### config.mk
export PLATFORM = sky130hd
export DESIGN_NAME = ball_bounce_control
export DESIGN_NICKNAME = d
export VERILOG_FILES = /design/src/rtl/ball_bounce_control.sv
export SDC_FILE = /design/constraint.sdc
export NUM_CORES = 1
export LEC_CHECK = 0
export ABC_CLOCK_PERIOD_IN_PS = 4300
export CORE_MARGIN = 3
export CORE_UTILIZATION = 43
export CTS_BUF_LIST = sky130_fd_sc_hd__clkbuf_16
export CTS_CLUSTER_SIZE = 10
export DETAILED_ROUTE_END_ITERATION = 8
export SLEW_MARGIN = 10
export SYNTH_ARGS = -nofsm -noshare
export SYNTH_HDL_FRONTEND = slang
export SYNTH_SLANG_ARGS = --single-unit
### constraint.sdc
create_clock -name i_Clk -period 4.3 [get_ports i_Clk]
set_input_delay 1.075 -clock i_Clk [delete_from_list [all_inputs] [get_ports i_Clk]]
set_output_delay 1.075 -clock i_Clk [all_outputs]
set_load 0.005 [all_outputs]
### src/rtl/ball_bounce_control.sv
`default_nettype none
// ============================================================================
// ball_bounce_control
// Snoops the pixel stream for wall/paddle contacts, applies bounces once per
// frame and runs the serve/play/miss flow. Revision: 1.0
// ============================================================================
module ball_bounce_control #(
    parameter int p_H_ACTIVE    = 640,
    parameter int p_V_ACTIVE    = 480,
    parameter int p_HOLD_FRAMES = 60
) (
    input  logic       i_Clk,
    input  logic       i_Rst_L,
    input  logic       i_HBlank,
    input  logic       i_VBlank,
    input  logic       i_Ball_Video,
    input  logic       i_Paddle_Video,
    input  logic       i_Serve,
    output logic       o_HDir,
    output logic       o_VDir,
    output logic       o_Run,
    output logic       o_Miss,
    output logic [7:0] o_Hits,
    output logic [3:0] o_Misses
);

    localparam int XW = (p_H_ACTIVE > 1) ? $clog2(p_H_ACTIVE) : 1;
    localparam int YW = (p_V_ACTIVE > 1) ? $clog2(p_V_ACTIVE) : 1;
    localparam int HW = $clog2(p_HOLD_FRAMES + 1);
    localparam logic [XW-1:0] c_X_MAX    = XW'(p_H_ACTIVE - 1);
    localparam logic [YW-1:0] c_Y_MAX    = YW'(p_V_ACTIVE - 1);
    localparam logic [HW-1:0] c_HOLD_MAX = HW'(p_HOLD_FRAMES - 1);

    typedef enum logic [1:0] {
        S_IDLE = 2'd0,
        S_PLAY = 2'd1,
        S_HOLD = 2'd2
    } state_t;

    state_t          state_q, state_d;
    logic [XW-1:0]   x_q, x_d;
    logic [YW-1:0]   y_q, y_d;
    logic            hblank_q, vblank_q, ev_q, ev_d;
    logic            left_q, right_q, top_q, bottom_q, hit_q;
    logic            left_d, right_d, top_d, bottom_d, hit_d;
    logic            sync1_q, sync2_q, sync3_q;
    logic            hdir_q, hdir_d, vdir_q, vdir_d, miss_q, miss_d;
    logic [7:0]      hits_q, hits_d;
    logic [3:0]      misses_q, misses_d;
    logic [HW-1:0]   hold_q, hold_d;

    logic w_active, w_vfall, w_ball, w_serve_rise;

    assign w_active     = ~i_HBlank & ~i_VBlank;
    assign w_vfall      = vblank_q & ~i_VBlank;
    assign w_ball       = w_active & i_Ball_Video;
    assign w_serve_rise = sync2_q & ~sync3_q;

    // Pixel position tracking and sticky per-frame contact flags
    always_comb begin
        x_d = x_q;
        y_d = y_q;
        if (i_HBlank) begin
            x_d = '0;
        end else if (!i_VBlank && x_q != c_X_MAX) begin
            x_d = x_q + XW'(1);
        end
        if (i_VBlank) begin
            y_d = '0;
        end else if (i_HBlank && !hblank_q && y_q != c_Y_MAX) begin
            y_d = y_q + YW'(1);
        end
        // A frame's first pixel may coincide with the clear, so clear then set
        left_d   = (w_vfall ? 1'b0 : left_q)   | (w_ball && x_q == '0);
        right_d  = (w_vfall ? 1'b0 : right_q)  | (w_ball && x_q == c_X_MAX);
        top_d    = (w_vfall ? 1'b0 : top_q)    | (w_ball && y_q == '0);
        bottom_d = (w_vfall ? 1'b0 : bottom_q) | (w_ball && y_q == c_Y_MAX);
        hit_d    = (w_vfall ? 1'b0 : hit_q)    | (w_ball && i_Paddle_Video);
        ev_d     = i_VBlank & ~vblank_q;
    end

    always_comb begin
        state_d  = state_q;
        hdir_d   = hdir_q;
        vdir_d   = vdir_q;
        miss_d   = 1'b0;
        hits_d   = hits_q;
        misses_d = misses_q;
        hold_d   = hold_q;
        case (state_q)
            S_IDLE: begin
                if (w_serve_rise) begin
                    hdir_d  = 1'b1;
                    state_d = S_PLAY;
                end
            end
            S_PLAY: begin
                if (ev_q) begin
                    if (hit_q && !hdir_q) begin
                        hdir_d = 1'b1;
                        if (hits_q != 8'hFF) hits_d = hits_q + 8'd1;
                    end else if (left_q && !hdir_q) begin
                        miss_d   = 1'b1;
                        misses_d = misses_q + 4'd1;
                        hold_d   = '0;
                        state_d  = S_HOLD;
                    end
                    if (right_q && hdir_q) hdir_d = 1'b0;
                    if (top_q && !bottom_q && !vdir_q) vdir_d = 1'b1;
                    if (bottom_q && !top_q && vdir_q)  vdir_d = 1'b0;
                end
            end
            S_HOLD: begin
                if (ev_q) begin
                    if (hold_q == c_HOLD_MAX) begin
                        hold_d  = '0;
                        state_d = S_IDLE;
                    end else begin
                        hold_d = hold_q + HW'(1);
                    end
                end
            end
            default: state_d = S_IDLE;
        endcase
    end

    always_ff @(posedge i_Clk or negedge i_Rst_L) begin
        if (!i_Rst_L) begin
            state_q  <= S_IDLE;
            x_q      <= '0;
            y_q      <= '0;
            hblank_q <= 1'b0;
            vblank_q <= 1'b0;
            ev_q     <= 1'b0;
            left_q   <= 1'b0;
            right_q  <= 1'b0;
            top_q    <= 1'b0;
            bottom_q <= 1'b0;
            hit_q    <= 1'b0;
            sync1_q  <= 1'b0;
            sync2_q  <= 1'b0;
            sync3_q  <= 1'b0;
            hdir_q   <= 1'b1;
            vdir_q   <= 1'b1;
            miss_q   <= 1'b0;
            hits_q   <= '0;
            misses_q <= '0;
            hold_q   <= '0;
        end else begin
            state_q  <= state_d;
            x_q      <= x_d;
            y_q      <= y_d;
            hblank_q <= i_HBlank;
            vblank_q <= i_VBlank;
            ev_q     <= ev_d;
            left_q   <= left_d;
            right_q  <= right_d;
            top_q    <= top_d;
            bottom_q <= bottom_d;
            hit_q    <= hit_d;
            sync1_q  <= i_Serve;
            sync2_q  <= sync1_q;
            sync3_q  <= sync2_q;
            hdir_q   <= hdir_d;
            vdir_q   <= vdir_d;
            miss_q   <= miss_d;
            hits_q   <= hits_d;
            misses_q <= misses_d;
            hold_q   <= hold_d;
        end
    end

    assign o_HDir   = hdir_q;
    assign o_VDir   = vdir_q;
    assign o_Run    = (state_q == S_PLAY);
    assign o_Miss   = miss_q;
    assign o_Hits   = hits_q;
    assign o_Misses = misses_q;

endmodule
`default_nettype wire
# After elaboration in Yosys (flattened, before gate mapping)

Cells that the tools add are included.

Register bits after elaboration: 53
Bits of input ports: 7
Output and inout port bits: 16
Logic and storage cells: 123

Add/subtract/negate cells: 5
Eq/ne operators: 15
Mux-type cells: 33
Bitwise operators: 15
Reductions and logical operators: 35

Operators by type and width:

| operator                                      | number |
|---|---|
| 2-to-1 mux 6 bit                              | 5 |
| 2-to-1 mux 10 bit                             | 2 |
| 2-to-1 mux 9 bit                              | 2 |
| logical AND 1 bit                             | 15 |
| 2-to-1 mux 1 bit                              | 15 |
| 2-to-1 mux 2 bit                              | 6 |
| one-hot mux 6 bit (2 select lines)            | 1 |
| AND reduction 4 bit                           | 3 |
| adder 10 x 1 -> 10 bit, second input constant | 1 |
| equality test 10 bit, second input constant   | 1 |
| zero test 10 bit                              | 1 |
| != test 10 bit, second input constant         | 1 |
| nonzero test 2 bit                            | 5 |
| adder 9 x 1 -> 9 bit, second input constant   | 1 |
| equality test 9 bit, second input constant    | 1 |
| zero test 9 bit                               | 1 |
| != test 9 bit, second input constant          | 1 |
| adder 8 x 1 -> 8 bit, second input constant   | 1 |
| != test 2 bit, second input constant          | 4 |
| != test 8 bit, second input constant          | 1 |
| adder 6 x 1 -> 6 bit, second input constant   | 1 |
| equality test 6 bit, second input constant    | 1 |
| zero test 1 bit                               | 6 |
| one-hot mux 2 bit (3 select lines)            | 1 |
| other kinds (13)                              | 26 |

# Depth between registers and ports, before layout

Gate-level depths: netlist of the first run.

Depth after elaboration: 6
Depth in mapped cells: 6
Depth with buffers taken out: 5

# Worst setup path before layout of the first run

Ideal clock, no wire load.

Kind: input -> register
From: input port i_HBlank
To: register y_q[7]
Library setup time: 125 ps
Arrival time: 1,936 ps
Required time: 4,175 ps
Path slack: 2,239 ps
Cell stages on the path: 4
Buffers on the path: 0
Path through: and2b_4 nand3_1 nor4_1 mux2_2

Longest elaborated chain between the ends: 3

Ends and longest elaborated chain:

| element                             | line | RTL |
|---|---|---|
| start: declaration                  | 14   | `input logic i_HBlank,` |
| logical AND 1 bit (2 in series)     | 70   | `end else if (i_HBlank && !hblank_q && y_q != c_Y_MAX) begin` |
| nonzero test 2 bit (no source line) | -    |  |
| end signal: assignment              | 152  | `y_q <= y_d;` |
| end: declaration                    | 42   | `logic [YW-1:0] y_q, y_d;` |

Every way passes these cells.
A chain may end at the register's enable or synchronous reset.

# Worst setup path after layout of the first run

From: input port i_VBlank
To: register left_q

Longest elaborated chain between the ends: 5
Elaborated cells on any way between the ends: 7

Ends and longest elaborated chain:

| element                | line   | RTL |
|---|---|---|
| start: declaration     | 15     | `input logic i_VBlank,` |
| NOT 1 bit (*)          | 54, 55 |  |
| bitwise AND 1 bit      | 54     | `assign w_active = ~i_HBlank & ~i_VBlank;` |
| bitwise AND 1 bit      | 56     | `assign w_ball = w_active & i_Ball_Video;` |
| logical AND 1 bit      | 74     | `left_d = (w_vfall ? 1'b0 : left_q) \| (w_ball && x_q == '0);` |
| bitwise OR 1 bit (*)   | 74     |  |
| named net left_d       | 45     | `logic left_d, right_d, top_d, bottom_d, hit_d;` |
| end signal: assignment | 156    | `left_q <= left_d;` |
| end: declaration       | 44     | `logic left_q, right_q, top_q, bottom_q, hit_q;` |

The timed path passes the listed nets; every way through them passes the cells marked *.

==> results of run 1 <==
==> worst max-delay path by stage <==
stage	slack (ns)	cells after the start	endpoint
final	1.74	3	left_q
after floorplan	2.24	4	y_q[7]
after detailed placement	1.43	3	left_q
after CTS	1.71	3	left_q
after global placement	1.46	4	x_q[5]
after global routing	1.59	4	x_q[4]
==> critical path: stages <==
cell and delay (ns):
clkdlybuf4s50_1 0.75, nor3b_1 0.69, a32o_1 0.26
==> synth_stat cells (all sizes together), types with 2 or more instances <==
library cell / instances
nor2: 27
mux2i: 2
and4: 3
xor2: 7
nand2b: 4
xnor2: 13
dfrtp: 51
a22o: 2
a32o: 2
o211ai: 2
nand2: 21
dfstp: 2
inv: 10
nand4: 9
nor2b: 4
nor3: 4
nor4: 3
nand3b: 3
o31ai: 3
a21oi: 7
and3: 6
nor3b: 7
mux2: 5
nand3: 7
clkbuf: 2
o21ai: 7
a31oi: 2
a211oi: 2
buf: 2
ha: 7
and3b: 2
o22ai: 2
==> kinds of logic (layout without fill, tap and decap cells) <==
| logic type | Yosys count | after routing |
|---|---|---|
| simple gates | 108 | 108 |
| flops | 53 | 53 |
| compound gates | 37 | 37 |
| xor+xnor | 20 | 20 |
| buf+inv | 14 | 42 |
| fa+ha+maj | 7 | 7 |
| mux | 7 | 7 |
==> metrics by stage <==
stage	area [µm²]	util, %	worst slack, ns
after floorplan	2630	-	2.24
after global placement	2920	51.2	1.46
after detailed placement	2920	51.2	1.43
after CTS	3060	53.6	1.71
after global routing	3060	53.6	1.59
final	3060	53.6	1.74
==> layout make-up <==
cell class	count	area share, %
Tap cell	72	2.94
Multi-Input combinational cell	179	40.3
Timing Repair Buffer	24	7.53
Sequential cell	53	43.4
Clock inverter	3	0.450
Clock buffer	5	4.09
Inverter	10	1.23
==> flip-flops by register name, summed over array words and instances, names as in the netlist <==
signal,count
hold_q,6
right_q,1
x_q,10
o_Miss,1
hblank_q,1
state_q,2
o_Hits,8
o_HDir,1
y_q,9
left_q,1
top_q,1
o_Misses,4
sync3_q,1
sync1_q,1
ev_q,1
bottom_q,1
sync2_q,1
vblank_q,1
hit_q,1
o_VDir,1
==> power by group through the flow <==
stage	sequential [mW]	combinational, mW	clock (mW)
after global routing	0.586	0.166	0.415
final	0.580	0.146	0.382
after global placement	0.588	0.147	0
after CTS	0.580	0.149	0.392
after detailed placement	0.589	0.149	0
after floorplan	0.577	0.0802	0
==> per-layer routing <==
layer	vias up	global-route usage, %	share of wire, %
met2	25	21.7	44
met3	2	3.63	3.9
li1	942	-	-
met4	0	2.63	0.23
met5	-	0	0
met1	900	20.0	52
==> flow_metrics.py, run 1 <==
metrics = {
    "worst_setup_path": {
        "end_kind": "register",
        "path_class": "in -> reg",
        "cp_max_fo": 18,
        "reg2regPathDepth": 4,
        "cp.required_ns": 4.52,
        "cp-startpoint": "i_VBlank",
        "r2r-end": "o_Hits[1]",
        "cp-start-kind": "input pin",
        "r2r_slack_ns": 2.54,
        "r2r-start": "o_Hits[0]",
        "cp.arrival_ns": 2.78,
    },
    "global_routing": {
        "grt_pass1_wl_um": 8220,
        "grt_max_degree": 36,
        "grt_pass1_vias": 1765,
        "grt_overflow": 0,
        "antenna_found_initial": 0,
        "grt_use_total_pct": 14.0,
    },
    "cts": {
        "cts_tree": "built",
        "root_buffer": "clkbuf_16",
        "clkSlewWorstSetupHoldPaths_ns": 0.07,
        "cts_buffers": 5,
        "htreeDepth": 2,
        "cts.path.max_buffers": 2,
        "post_cts_resized": 0,
        "cts.sinks": 53,
        "cts_setup_buffers": 0,
        "insertion_delay_ns": 0.29,
        "ctsHoldBuffers": 0,
    },
    "synth": {
        "synth_area_leaders": "dfrtp_1 (48%), xnor2_1 (4.3%), nor2_1 (3.7%)",
        "yosysUniqueCellTypes": 57,
        "synth-seq-cells": 53,
        "netlist_instances": 246,
        "yosysTopAreaCellShare_pct": 48.5,
        "synthAdderAreaFrac_pct": 3.33,
        "synth_compound_gate_area_share_pct": 10.6,
        "synth_top_family_by_area": "simple AND/OR/NAND/NOR gates",
        "synth_xor_area_share_pct": 6.65,
        "syn_nets": 260,
        "synth_ff_type": "dfrtp_1",
        "synthMuxAreaShare_pct": 2.90,
        "synth_top_area_cell": "dfrtp_1",
        "synth-edff-count": 0,
        "ys_warn_count": 0,
        "synth-simple-area-share_pct": 23.3,
        "synthArstFlopShare_pct": 100,
        "synth-seq-area-share_pct": 50.5,
        "avgSynthCellArea_um2": 10.7,
        "synth_area_um2": 2630,
    },
    "sta": {
        "grt_setup_unrepaired": "no",
        "setup-tns-final_ns": 0,
        "worst_pin_slew_ns": 0.759,
        "whs_ns": 0.348,
        "fmax_ghz": 0.391,
        "hold_viol": 0,
        "relSlewSlack_pct": 49.4,
        "period_needed_ns": 2.56,
        "period_share_pct": 59.4,
        "setup-violations-final": 0,
        "slew_viol_final": 0,
        "finClkSkew_ns": 0.00454,
    },
    "cells_and_area": {
        "fin_nets": 287,
        "layout.cells.most_common_list": "dfrtp_1 (51), nor2_1 (26), nand2_1 (21), clkdlybuf4s50_1 (21), xnor2_1 (13)",
        "multiInputGateArea_um2": 1230,
        "final-seq-area_um2": 1330,
        "fillers": 528,
        "drive_above_1_share_pct": 10.9,
        "antenna_cells": 0,
        "syn2layout_area_growth_pct": 16.2,
        "final_cells": 346,
        "final_common_cell": "dfrtp_1",
    },
    "floorplan": {
        "core_area_um2": 5710,
        "die_h_um": 84.3,
        "rows": 27,
        "die_w_um": 84.3,
        "dieArea_um2": 7100,
        "io_pins": 23,
        "initial_core_util_pct": 46.1,
    },
    "routing": {
        "drtIter0Drc": 61,
        "drc": 0,
        "vias": 1869,
        "dr.pass1.iters": 4,
        "routedWlPerCell_um": 13.6,
        "vias_per_cell": 5.40,
        "drt-total-wl_um": 4720,
        "drtAntennaViolNets": 0,
    },
    "pwr": {
        "swShare_pct": 24.9,
        "p_per_area_nw_per_um2": 362,
        "power_mw": 1.11,
        "power_frac_comb_pct": 13.1,
        "intPower_uw": 832,
        "pwr-share-clk_pct": 34.5,
        "p_leak_nw": 1.36,
        "pwr-share-seq_pct": 52.3,
        "switching_power_uw": 275,
        "ir_drop_v": 0.000207,
    },
    "min_path": {
        "hold_path.class": "reg -> reg",
        "hold_end": "sync2_q",
        "min_path_cells": 0,
        "hold_start": "sync1_q",
    },
    "placement": {
        "place.gp.congestion": 0.839,
        "dp_hpwl_um": 3330,
        "dp.cells": 338,
        "port_buffers": 22,
    },
    "run": {
        "maxCapViolCount": 0,
    },
    "outcome": {
        "run_status": "complete, no violations",
    },
}
No activity file was read; power rests on OpenSTA's default activity.
==> run 2, diff against run 1 <==
--- a/config.mk
+++ b/config.mk
@@ -5,7 +5,7 @@
 export SDC_FILE = /design/constraint.sdc
 export NUM_CORES = 1
 export LEC_CHECK = 0
-export ABC_CLOCK_PERIOD_IN_PS = 4300
+export ABC_CLOCK_PERIOD_IN_PS = 2500
 export CORE_MARGIN = 3
 export CORE_UTILIZATION = 43
 export CTS_BUF_LIST = sky130_fd_sc_hd__clkbuf_16
==> constraint.sdc (replaced) <==
create_clock -name i_Clk -period 2.5 [get_ports i_Clk]
set_input_delay 0.625 -clock i_Clk [delete_from_list [all_inputs] [get_ports i_Clk]]
set_output_delay 0.625 -clock i_Clk [all_outputs]
set_load 0.005 [all_outputs]
==> run 2 against run 1 <==
  * Total power is 71% higher
  * Hold slack lost 0.034 ns
  * Global-route usage about the same
  * Register-to-register slack got worse by 1.8 ns
  * Sequential cell count unchanged
  * Combinational power rose by 77%
  * Critical path type is now reg -> out
  * Largest cell class unchanged
==> flow_metrics.py, run 2 (synthesis gave the netlist of run 1 again) <==
metrics = {
    "sta": {
        "finClkSkew_ns": 0.00226,
        "relSlewSlack_pct": 63.4,
        "period_needed_ns": 2.06,
        "worst_slack_ns": 0.444,
        "grt_setup_unrepaired": "no",
        "period_share_pct": 82.2,
        "setup-violations-final": 0,
        "hold_viol": 0,
        "setup-tns-final_ns": 0,
        "fmax_ghz": 0.486,
        "slew_viol_final": 0,
        "worst_pin_slew_ns": 0.544,
    },
    "worst_setup_path": {
        "critPathMaxStageDelay_ns": 0.51,
        "path_class": "reg -> out",
        "end_kind": "output pin",
        "cp-start-kind": "register",
        "cp_max_fo": 9,
        "cp.required_ns": 1.88,
        "critPathSlowestCell": "clkdlybuf4s50_1",
        "path_cells": "inv_1 -> nor2_1 -> clkdlybuf4s50_1",
        "cp.arrival_ns": 1.43,
        "reg2regPathDepth": 4,
        "crit_buf_inv": 2,
        "cp.depth": 3,
        "cpLargestDelayFamily": "buffers and inverters",
    },
    "pwr": {
        "pwr-share-clk_pct": 33.8,
        "pwr-share-seq_pct": 52.5,
        "switching_power_uw": 461,
        "p_per_area_nw_per_um2": 614,
        "intPower_mw": 1.43,
        "ir_drop_v": 0.000428,
        "power_frac_comb_pct": 13.7,
        "p_leak_nw": 1.38,
        "swShare_pct": 24.3,
    },
    "routing": {
        "vias_per_cell": 5.45,
        "vias": 1895,
        "routedWlPerCell_um": 13.5,
        "dr.pass1.iters": 4,
        "drtAntennaViolNets": 0,
        "drc": 0,
        "drt-total-wl_um": 4690,
        "drtIter0Drc": 92,
    },
    "cts": {
        "cts.path.max_buffers": 2,
        "cts_setup_buffers": 0,
        "clkSlewWorstSetupHoldPaths_ns": 0.06,
        "cts.sinks": 53,
        "cts_buffers": 5,
        "ctsHoldBuffers": 0,
        "cts_tree": "built",
        "root_buffer": "clkbuf_16",
        "insertion_delay_ns": 0.28,
        "htreeDepth": 2,
        "post_cts_resized": 0,
    },
    "floorplan": {
        "core_area_um2": 5710,
        "rows": 27,
        "die_w_um": 84.3,
        "initial_core_util_pct": 46.1,
        "die_h_um": 84.3,
        "dieArea_um2": 7100,
        "io_pins": 23,
    },
    "placement": {
        "place.gp.congestion": 0.744,
        "dp_hpwl_um": 3330,
        "place_ws_ns": 0.297,
        "place_area_um2": 2950,
        "port_buffers": 22,
        "dp.cells": 340,
    },
    "global_routing": {
        "grt_overflow": 0,
        "grt_pass1_wl_um": 8280,
        "grt_pass1_vias": 1805,
        "antenna_found_initial": 0,
        "grt_use_total_pct": 14.0,
        "grt_max_degree": 54,
    },
    "cells_and_area": {
        "antenna_cells": 0,
        "final_area_um2": 3080,
        "fin_nets": 289,
        "syn2layout_area_growth_pct": 17.1,
        "largest_register": "x_q",
        "fillers": 516,
        "layout.cells.most_common_list": "dfrtp_1 (51), nor2_1 (26), nand2_1 (21), clkdlybuf4s50_1 (21), xnor2_1 (13)",
        "drive_above_1_share_pct": 10.9,
        "final_common_cell": "dfrtp_1",
        "final_cells": 348,
        "largest_reg_flops": 10,
    },
    "run": {
        "maxCapViolCount": 0,
    },
    "min_path": {
        "hold_path.class": "in -> async",
    },
    "outcome": {
        "run_status": "complete, no violations",
    },
}
-- run 2: cell count changes in the layout (fill, tap and decap cells not counted), sizes merged --
| cell | before | now |
|---|---|---|
| clkinv | 2 | 0 |
| inv | 11 | 13 |
| buf | 3 | 5 |
-- run 2: power by group through the flow --
stage | Sequential (mW) | Clock, mW | Combinational, mW
2_1_floorplan | 0.992 | 0 | 0.138
3_3_place_gp | 1.01 | 0 | 0.259
3_5_place_dp | 1.01 | 0 | 0.263
4_1_cts | 0.995 | 0.667 | 0.266
5_1_grt | 1.01 | 0.702 | 0.292
6_report | 0.995 | 0.641 | 0.259
-- run 2: cell type report --
type / count / area (µm²) / area share (%)
Clock buffer: 5 / 125 / 4.06
Clock inverter: 3 / 11.3 / 0.365
Inverter: 10 / 37.5 / 1.22
Multi-Input combinational cell: 179 / 1230 / 40.0
Sequential cell: 53 / 1330 / 43.1
Tap cell: 72 / 90.1 / 2.92
Timing Repair Buffer: 26 / 258 / 8.36
-- run 2: final timing paths --
path / slack, ns / from / to
worst max-delay path: 0.44 / state_q[0] / o_Run
worst min-delay path: 0.31 / i_Rst_L / o_Hits[6]
worst max register to register: 0.73 / o_Hits[0] / o_Hits[1]
worst min register to register: 0.35 / sync1_q / sync2_q
max in group asynchronous: 1.89 / i_Rst_L / o_HDir
min in group i_Clk: 0.35 / sync1_q / sync2_q
-- run 2: layer usage --
layer | track usage, % | vias to the layer above | wire length (µm)
met5 | 0 | - | 0
met4 | 2.19 | 0 | 29
met3 | 3.63 | 4 | 200
met2 | 21.3 | 31 | 2090
met1 | 20.5 | 914 | 2360
li1 | - | 946 | -
-- run 2: through the flow --
stage          utilization, %  hold WS (ns)  total power, mW
6_report                 54.0         0.315             1.89
5_1_grt                  54.0         0.343             2.00
4_1_cts                  54.0         0.337             1.93
3_5_place_dp             51.6         0.337             1.27
3_3_place_gp             51.6         0.336             1.27
2_1_floorplan               -         0.329             1.13
==> run 3, diff against run 2 <==
--- a/config.mk
+++ b/config.mk
@@ -5,7 +5,7 @@
 export SDC_FILE = /design/constraint.sdc
 export NUM_CORES = 1
 export LEC_CHECK = 0
-export ABC_CLOCK_PERIOD_IN_PS = 2500
+export ABC_CLOCK_PERIOD_IN_PS = 2000
 export CORE_MARGIN = 3
 export CORE_UTILIZATION = 43
 export CTS_BUF_LIST = sky130_fd_sc_hd__clkbuf_16
==> constraint.sdc (replaced) <==
create_clock -name i_Clk -period 2 [get_ports i_Clk]
set_input_delay 0.5 -clock i_Clk [delete_from_list [all_inputs] [get_ports i_Clk]]
set_output_delay 0.5 -clock i_Clk [all_outputs]
set_load 0.005 [all_outputs]
==> run 3 against run 2 <==
  * Combinational power increased by 26%
  * Critical path depth is 1 lower
  * Sequential power is 25% higher
==> flow_metrics.py, run 3 (synthesis gave the netlist of run 1 again) <==
metrics = {
    "routing": {
        "drtAntennaViolNets": 0,
        "drc": 0,
        "drtIter0Drc": 60,
        "dr.pass1.iters": 4,
        "vias_per_cell": 5.27,
        "drt-total-wl_um": 4750,
        "vias": 1866,
        "routedWlPerCell_um": 13.4,
    },
    "worst_setup_path": {
        "cp-start-kind": "register",
        "path_class": "reg -> out",
        "cp.required_ns": 1.50,
        "reg2regPathDepth": 4,
        "cp.arrival_ns": 1.40,
        "cp_max_fo": 8,
        "end_kind": "output pin",
    },
    "cells_and_area": {
        "largest_reg_flops": 10,
        "drive_above_1_share_pct": 13.8,
        "fin_nets": 295,
        "fillers": 505,
        "layout.cells.most_common_list": "dfrtp_1 (50), nor2_1 (26), nand2_1 (21), clkdlybuf4s50_1 (21), xnor2_1 (13)",
        "antenna_cells": 0,
        "final_common_cell": "dfrtp_1",
        "largest_register": "x_q",
        "syn2layout_area_growth_pct": 20.0,
        "fin_util_pct": 55.4,
        "final_cells": 354,
    },
    "sta": {
        "grt_setup_unrepaired": "no",
        "hold_viol": 0,
        "slew_viol_final": 0,
        "setup-tns-final_ns": 0,
        "whs_ns": 0.149,
        "period_needed_ns": 1.90,
        "worst_pin_slew_ns": 0.442,
        "setup-violations-final": 0,
        "finClkSkew_ns": 0.00802,
        "period_share_pct": 95.1,
        "relSlewSlack_pct": 70.5,
        "fmax_ghz": 0.526,
    },
    "min_path": {
        "hold_path.class": "in -> async",
    },
    "cts": {
        "insertion_delay_ns": 0.29,
        "cts.sinks": 53,
        "cts_buffers": 5,
        "cts_tree": "built",
        "ctsHoldBuffers": 0,
        "htreeDepth": 2,
        "cts.path.max_buffers": 2,
        "clkSlewWorstSetupHoldPaths_ns": 0.07,
        "root_buffer": "clkbuf_16",
    },
    "placement": {
        "port_buffers": 22,
        "dp.cells": 346,
        "dp_hpwl_um": 3490,
        "place.gp.congestion": 0.832,
    },
    "global_routing": {
        "grt_overflow": 0,
        "grt_pass1_wl_um": 8310,
        "grt_use_total_pct": 14.2,
        "grt_max_degree": 36,
        "grt_pass1_vias": 1802,
        "antenna_found_initial": 0,
    },
    "floorplan": {
        "io_pins": 23,
        "die_h_um": 84.3,
        "rows": 27,
        "initial_core_util_pct": 46.1,
        "core_area_um2": 5710,
        "dieArea_um2": 7100,
        "die_w_um": 84.3,
    },
    "pwr": {
        "power_mw": 2.54,
        "p_leak_nw": 1.41,
        "p_per_area_nw_per_um2": 803,
        "ir_drop_v": 0.000555,
    },
    "outcome": {
        "run_status": "complete, no violations",
    },
    "run": {
        "maxCapViolCount": 0,
    },
}
-- run 3: cell count changes in the layout (fill, tap and decap cells not counted), sizes merged --
cell	change
bufinv	+1
clkinv	+1
inv	-2
buf	+6
-- run 3: path summary, 6_finish.rpt --
| path | start | end | slack (ns) |
|---|---|---|---|
| worst max-delay path | state_q[1] | o_Run | 0.1 |
| worst min-delay path | i_Rst_L | o_Hits[2] | 0.15 |
| worst max register to register | o_Hits[0] | o_Hits[1] | 0.25 |
| worst min register to register | sync1_q | sync2_q | 0.35 |
| max in group asynchronous | i_Rst_L | o_VDir | 1.26 |
| min in group i_Clk | sync1_q | sync2_q | 0.35 |
-- run 3: critical path: stages, from the launching register on --
cell             delay [ns]
dfrtp_1                0.45
nor2_1                 0.15
clkdlybuf4s50_1        0.51
-- run 3: layout make-up --
| type | instances | area (µm²) | share of cell area [%] |
|---|---|---|---|
| sequential | 53 | 1330 | 42.1 |
| tap | 72 | 90.1 | 2.85 |
| timing repair buffer | 32 | 303 | 9.58 |
| clock inverter | 3 | 42.5 | 1.35 |
| multi-input combinational | 179 | 1230 | 39.0 |
| clock buffer | 5 | 125 | 3.96 |
| inverter | 10 | 37.5 | 1.19 |
-- run 3: where the power goes --
part | internal [mW] | switching (mW)
clock network | 0.588 | 0.378
logic | 0.190 | 0.137
registers | 1.16 | 0.0862
total | 1.94 | 0.602
-- run 3: repair_timing --
item                       4_1_cts  5_1_grt
resized for setup                0        1
setup endpoints to repair        0        1
setup buffers                    0        0
-- run 3: routing by layer --
metal | up-vias | share of wire, % | wire (µm) | GRT usage (%)
met4 | 0 | 1.9 | 91 | 5.26
met3 | 11 | 3.8 | 179 | 3.04
met5 | - | 0 | 0 | 0
met1 | 865 | 51 | 2430 | 19.7
li1 | 953 | - | - | -
met2 | 37 | 43 | 2040 | 22.0
-- run 3: stage by stage --
step,setup WS [ns],cell area [µm²]
finish,0.0986,3160
global route,0.0325,3160
CTS,0.0251,3160
detailed placement,-0.0190,2990
global placement,-0.00343,2990
floorplan,0.338,2630
